### src/rtl/cbx_param_pkg.sv
// Shared helpers for the X-channel connection block: select width, track
// indexing of mux inputs, and parameter legality.
package cbx_param_pkg;

  function automatic int sel_width(input int mux_size);
    return (mux_size > 2) ? $clog2(mux_size) : 1;
  endfunction

  // Track feeding input pair p of pin i; wraps around the channel.
  function automatic int track_idx(input int i, input int p, input int step, input int width);
    return (i + p * step) % width;
  endfunction

  function automatic bit params_legal(input int chan_width, input int num_ipin, input int mux_size);
    return (mux_size >= 2) && (mux_size % 2 == 0) && (chan_width >= 1) && (num_ipin >= 1);
  endfunction

endpackage

### src/rtl/cbx_param_dbuf_mux.sv
// One grid-pin input mux: MUX_SIZE:1 selection, out-of-range selects and a
// deasserted enable both drive 0.
module cb_ipin_mux
  import cbx_param_pkg::*;
#(
  parameter int MUX_SIZE = 10,
  parameter int SEL_W    = sel_width(MUX_SIZE)
) (
  input  logic [MUX_SIZE-1:0] in_i,
  input  logic [SEL_W-1:0]    sel_i,
  input  logic                en_i,
  output logic                out_o
);

  always_comb begin
    out_o = 1'b0;
    if (en_i && (int'(sel_i) < MUX_SIZE)) out_o = in_i[sel_i];
  end

endmodule

### src/rtl/cbx_param_dbuf.sv
// X-channel connection block with double-buffered scan-chain config: the
// shadow chain is shifted serially and committed whole to the active register.
module cbx_param_dbuf
  import cbx_param_pkg::*;
#(
  parameter int CHAN_WIDTH = 20,
  parameter int NUM_IPIN   = 9,
  parameter int MUX_SIZE   = 10,
  parameter int TRACK_STEP = 2
) (
  input  logic                  prog_clk,
  input  logic                  prog_reset,
  input  logic [CHAN_WIDTH-1:0] chanx_left_in,
  input  logic [CHAN_WIDTH-1:0] chanx_right_in,
  output logic [CHAN_WIDTH-1:0] chanx_left_out,
  output logic [CHAN_WIDTH-1:0] chanx_right_out,
  output logic [NUM_IPIN-1:0]   ipin_out,
  input  logic                  ccff_head,
  input  logic                  ccff_en,
  input  logic                  cfg_commit,
  output logic                  ccff_tail,
  output logic                  cfg_loaded,
  output logic                  cfg_err
);

  localparam int SEL_W     = sel_width(MUX_SIZE);
  localparam int CHAIN_LEN = NUM_IPIN * SEL_W;
  localparam int CNT_W     = $clog2(CHAIN_LEN + 1);
  localparam logic [CNT_W-1:0] CNT_FULL = CNT_W'(CHAIN_LEN);

  if (!params_legal(CHAN_WIDTH, NUM_IPIN, MUX_SIZE)) begin : g_param_check
    $error("cbx_param_dbuf: illegal CHAN_WIDTH/NUM_IPIN/MUX_SIZE");
  end

  logic [CHAIN_LEN-1:0] shadow_q, shadow_d;
  logic [CHAIN_LEN-1:0] active_q, active_d;
  logic [CNT_W-1:0]     count_q, count_d;
  logic                 act_valid_q, act_valid_d;
  logic                 err_q, err_d;
  logic                 loaded;

  assign loaded = (count_q == CNT_FULL);

  // Commit sees the pre-edge shadow, so a simultaneous shift is not captured.
  always_comb begin
    shadow_d    = shadow_q;
    active_d    = active_q;
    count_d     = count_q;
    act_valid_d = act_valid_q;
    err_d       = 1'b0;
    if (ccff_en) begin
      shadow_d    = shadow_q << 1;
      shadow_d[0] = ccff_head;
      if (!loaded) count_d = count_q + CNT_W'(1);
    end
    if (cfg_commit) begin
      if (loaded) begin
        active_d    = shadow_q;
        act_valid_d = 1'b1;
        count_d     = ccff_en ? CNT_W'(1) : '0;
      end else begin
        err_d = 1'b1;
      end
    end
  end

  always_ff @(posedge prog_clk) begin
    if (prog_reset) begin
      shadow_q    <= '0;
      active_q    <= '0;
      count_q     <= '0;
      act_valid_q <= 1'b0;
      err_q       <= 1'b0;
    end else begin
      shadow_q    <= shadow_d;
      active_q    <= active_d;
      count_q     <= count_d;
      act_valid_q <= act_valid_d;
      err_q       <= err_d;
    end
  end

  assign chanx_left_out  = chanx_right_in;
  assign chanx_right_out = chanx_left_in;
  assign ccff_tail       = shadow_q[CHAIN_LEN-1];
  assign cfg_loaded      = loaded;
  assign cfg_err         = err_q;

  // Even mux inputs tap the left tracks, odd inputs the right tracks.
  for (genvar i = 0; i < NUM_IPIN; i++) begin : g_pin
    logic [MUX_SIZE-1:0] pin_in;
    for (genvar j = 0; j < MUX_SIZE; j++) begin : g_in
      localparam int T = track_idx(i, j / 2, TRACK_STEP, CHAN_WIDTH);
      if (j % 2 == 0) begin : g_even
        assign pin_in[j] = chanx_left_in[T];
      end else begin : g_odd
        assign pin_in[j] = chanx_right_in[T];
      end
    end
    cb_ipin_mux #(
      .MUX_SIZE(MUX_SIZE),
      .SEL_W   (SEL_W)
    ) u_mux (
      .in_i (pin_in),
      .sel_i(active_q[i*SEL_W +: SEL_W]),
      .en_i (act_valid_q),
      .out_o(ipin_out[i])
    );
  end

endmodule

### config.mk
export PLATFORM = sky130hd
export DESIGN_NAME = cbx_param_dbuf
export DESIGN_NICKNAME = d
export VERILOG_FILES = /design/src/rtl/cbx_param_pkg.sv /design/src/rtl/cbx_param_dbuf_mux.sv /design/src/rtl/cbx_param_dbuf.sv
export SDC_FILE = /design/constraint.sdc
export NUM_CORES = 1
export LEC_CHECK = 0
export CAP_MARGIN = 20
export CORE_ASPECT_RATIO = 0.6
export CORE_MARGIN = 3
export CORE_UTILIZATION = 38
export DETAILED_ROUTE_END_ITERATION = 7
export PLACE_DENSITY = 0.71
export RECOVER_POWER = 50
export SLEW_MARGIN = 20
export SYNTH_ARGS = -nofsm -noshare
export SYNTH_HDL_FRONTEND = slang
export SYNTH_SLANG_ARGS = --single-unit
### constraint.sdc
create_clock -name prog_clk -period 4.6 [get_ports prog_clk]
set_clock_uncertainty 0.2 [all_clocks]
set_input_delay 1.15 -clock prog_clk [delete_from_list [all_inputs] [get_ports prog_clk]]
set_output_delay 1.15 -clock prog_clk [all_outputs]
set_load 0.05 [all_outputs]
After elaboration in Yosys (flattened, before gate mapping)
Cells that the tools add are included.
Widths: inputs -> output; s select.
- flip-flop bits (word level): 80
- magnitude comparators: 18
- reductions and logical operators: 11
- bitwise gates (word level): 1
- eq/ne operators: 1
- $add $sub $neg: 1
- muxes and demuxes: 33
- operators with widths (cell ; number):
    $lt 4x5->1 const B ; 9
    $bmux 1 s4 ; 9
    $lt 4x4->1 const B ; 9
    $mux 6 ; 4
    $mux 1 ; 20
    $logic_and 1x1->1 ; 9
    $add 6x1->6 const B ; 1
    $eq 6x6->1 const B ; 1
    $reduce_and 2->1 ; 1
    $reduce_or 2->1 ; 1
    $not 1->1 ; 1

Longest topological paths before layout
Gate-level depths: netlist of the first run.
- depth in word-level cells: 5
- gate-level depth with buffers: 7
- depth with buffers taken out: 5

By module
From an unflattened synthesis of the first run, not the netlist that was laid out.
- cells, all modules: 464
- area total of the unflattened synthesis: 4215.3 um^2
- modules (own cells, without submodules) (module ; cells an instance ; times used ; sequential area each (um^2) ; area an instance (um^2)):
    cbx_param_dbuf ; 365 ; 1 ; 1601.5 ; 3348.2
    cb_ipin_mux ; 11 ; 9 ; 0.0 ; 96.3

Least setup slack after synthesis of the first run
No wires, ideal clock.
- path kind: input port to output port
- start: input chanx_right_in[12]
- end: output ipin_out[6]
- data required time: 3250 ps
- data arrival time: 1984 ps
- stages on the path: 4
- slack: 1266 ps
- path through: mux4_2 > o2bb2ai_1 > o41ai_1 > buf_4
- word-level cells in the longest chain between the ends: 3
- RTL lines (what ; line ; RTL):
    start: declaration ; cbx_param_dbuf.sv:14 ; input logic [CHAN_WIDTH-1:0] chanx_right_in,
    $bmux 1 s4 ; cbx_param_dbuf_mux.sv:17 ; if (en_i && (int'(sel_i) < MUX_SIZE)) out_o = in_i[sel_i];
    $mux 1 (implied by the code) ; cbx_param_dbuf_mux.sv:17 ;
    $mux 1 ; cbx_param_dbuf_mux.sv:17 ;
    end: declaration ; cbx_param_dbuf.sv:17 ; output logic [NUM_IPIN-1:0] ipin_out,
No other way between the ends. The select of a mux whose other input is x is not followed.

Worst setup path after layout of the first run
- start: input chanx_right_in[8]
- end: output ipin_out[6]
The elaborated chain is that of the path after synthesis.

==> results of run 1 <==
==> synthesized netlist by cell type (2+ instances only) <==
cell type / count
nand4b_1: 4
a211oi_1: 2
o31ai_1: 36
nand2_1: 6
nor3_1: 3
ha_1: 2
a22o_1: 7
clkbuf_1: 16
o22ai_1: 4
nand2b_1: 4
mux2i_1: 58
o2bb2ai_1: 2
buf_1: 3
o41ai_1: 9
buf_4: 52
inv_1: 6
nand4_1: 44
dfxtp_1: 80
mux2_2: 14
a21oi_1: 39
nor2_1: 46
mux4_2: 5
nor2b_1: 4
buf_2: 25
nand3_1: 2
o21a_1: 3
and3_1: 2
==> power breakdown <==
group / switching [µW] / internal, µW
logic: 124 / 79.7
registers: 2.73 / 696
clock network: 270 / 506
total: 396 / 1280
==> layout make-up <==
class	count	area, µm²
well taps	160	200
inverters	7	26.3
clock buffers	12	256
fillers	1052	6010
repair buffers	94	1000
multi-input cells	307	2240
flip-flops and latches	80	1600
clock inverters	4	76.3
==> registers in the layout, indices dropped and copies added, names as in the netlist <==
register     count
cfg_err          1
shadow_q        36
count_q          6
act_valid_q      1
active_q        36
==> through the flow <==
stage / hold slack, ns / utilization
detailed placement: 0.279 / 0.446
global placement: 0.272 / 0.446
global route: 0.301 / 0.474
CTS: 0.288 / 0.475
floorplan: 0.258 / -
finish: 0.288 / 0.474
==> final timing paths <==
path	slack, ns	start	endpoint	cells after the start
min reg2reg	0.29	shadow_q[14]	active_q[14]	2
min	0.29	shadow_q[14]	active_q[14]	2
max	0.37	chanx_right_in[8]	ipin_out[6]	5
max reg2reg	2.25	count_q[4]	active_q[2]	5
==> layer usage <==
metal	wire [µm]	share of wire	vias to the layer above	track usage
met1	5930	0.50	1848	0.263
met2	5030	0.42	135	0.256
met3	928	0.078	7	0.0549
met5	0	0	-	0
met4	54	0.0045	0	0.0297
li1	-	-	1788	-
==> logic make-up (layout without fill, tap and decap cells) <==
family	after synthesis	count (layout)
AND/OR/NAND/NOR	119	119
AO/OA/AOI/OAI	107	107
buffers and inverters	105	117
flip-flops	80	80
multiplexers	77	77
adder cells (fa/ha/maj)	2	2
XOR/XNOR	2	2
==> cells in the final DEF, fill, tap and decap left out, types with 5 or more instances in the layout <==
cell	instances
nor2_1	46
inv_1	6
mux4_2	5
mux2_2	14
buf_12	10
o31ai_1	36
clkdlybuf4s50_1	70
mux2i_1	58
dfxtp_1	80
clkbuf_16	9
a21oi_1	39
a22o_1	7
o41ai_1	9
nand2_1	6
buf_4	9
nand4_1	44
==> critical path, stage by stage <==
cell	delay [ns]
clkdlybuf4s50_1	0.60
mux4_2	0.28
o2bb2ai_1	0.07
o41ai_1	0.56
buf_12	0.22
==> results_dict.tcl, run 1 <==
set metrics [dict create \
    outcome "finished, violations left" \
    violations "max-capacitance violations, max-slew violations" \
    setup-tns-final_ns 0 \
    gp_congestion 0.784 \
    synth_compound_area_frac 0.164 \
    drt-vias-per-instance 5.69 \
    fin_total_pwr_uw 1680 \
    fp.dieArea_um2 13200 \
    synth-simple-area-share 0.139 \
    root_buffer "clkbuf_16" \
    drc 0 \
    post_cts_buffers 0 \
    setup.worst_path.start_class "input port" \
    cap_violations 3 \
    die_h_um 90.1 \
    ctsResizeCount 0 \
    avgSynthCellArea_um2 9.11 \
    final-setup-viol-count 0 \
    design_area_um2 5410 \
    synth_area_um2 4480 \
    hp-class "flop to flop" \
    synthAdderAreaFrac 0.00558 \
    num_io_pins 97 \
    clk_latency_ns 0.33 \
    async_reset_ff_frac 0 \
    yosysWarnings 0 \
    slew_viol_final 67 \
    dr.pass1.iters 4 \
    worstPathMaxFanout 6 \
    synth_top_family_by_area "multiplexers" \
    yosys.cell_types.count 41 \
    grt_max_degree 58 \
    synth_xor_area_frac 0.00391 \
    critical_path_arrival_ns 2.88 \
    grt_pass1_wl_um 19300 \
    layout-drive-gt1-share 0.109 \
    die_w_um 146 \
    fin_crit_sh 0.919 \
    fin_nets 546 \
    diodes 0 \
    cts_tree "built" \
    timing.fmax_ghz 0.237 \
    portBuffers 84 \
    vias 3778 \
    leakagePower_uw 0.00185 \
    cts_inserted_buffers 9 \
    endpoint_kind "output port" \
    antenna_left 0 \
    max-clock-path-buffers 2 \
    antenna_found_initial 0 \
    clock_sinks 80 \
    area.growth.synth_to_final_pct 20.6 \
    criticalPathCategory "input port to output port" \
    cp.required_ns 3.25 \
    synth.largest_area_cell "dfxtp_1" \
    layout_setup_ws_ns 0.372 \
    dpl_cell_area_um2 5090 \
    period_minus_slack_ns 4.23 \
    syn-num-nets 539 \
    ys_top_cells_by_area "dfxtp_1 36%, mux2i_1 13%, buf_4 8.7%" \
    place_ws_ns 0.430 \
    synth_edf_count 0 \
    power_density_nw_per_um2 310 \
    stdcell_count 664 \
    ys_ff_latch 80 \
    overflow 0 \
    initial_utilization 0.393 \
    synth.area.mux_share 0.190 \
    grt_pass1_vias 3582 \
    ctsHoldBuffers 0 \
    irDropWorstVdd_mv 0.180 \
    dp_cells 648 \
    dp_hpwl_um 8060 \
    routed_wl_um 11900 \
    slew_headroom -0.245 \
    seq_area_frac_synth 0.357 \
    core_area_um2 11400 \
    grt_usage 0.178 \
    routedWlPerCell_um 18.0 \
    clkTransAtPathRegs_ns 0.06 \
    drtIter0Drc 378 \
    synth_top_cell_area_share 0.357 \
    hold_violations 0 \
    syn_inst 492 \
    htree_levels 3 \
    grt_setup_unrepaired "no" \
    ys.flop_type "dfxtp_1" \
    std_cell_rows 30 \
    worstMarginPinSlew_ns 1.87 \
]
Note: power is estimated with default switching activity, not from simulation.
==> inputs of run 2 (changes only) <==
--- a/config.mk
+++ b/config.mk
@@ -5,6 +5,7 @@
 export SDC_FILE = /design/constraint.sdc
 export NUM_CORES = 1
 export LEC_CHECK = 0
+export ABC_CLOCK_PERIOD_IN_PS = 4600
 export CAP_MARGIN = 20
 export CORE_ASPECT_RATIO = 0.6
 export CORE_MARGIN = 3
==> results of run 2 <==
No change in the layout: final DEF, timing and power equal those of run 1.
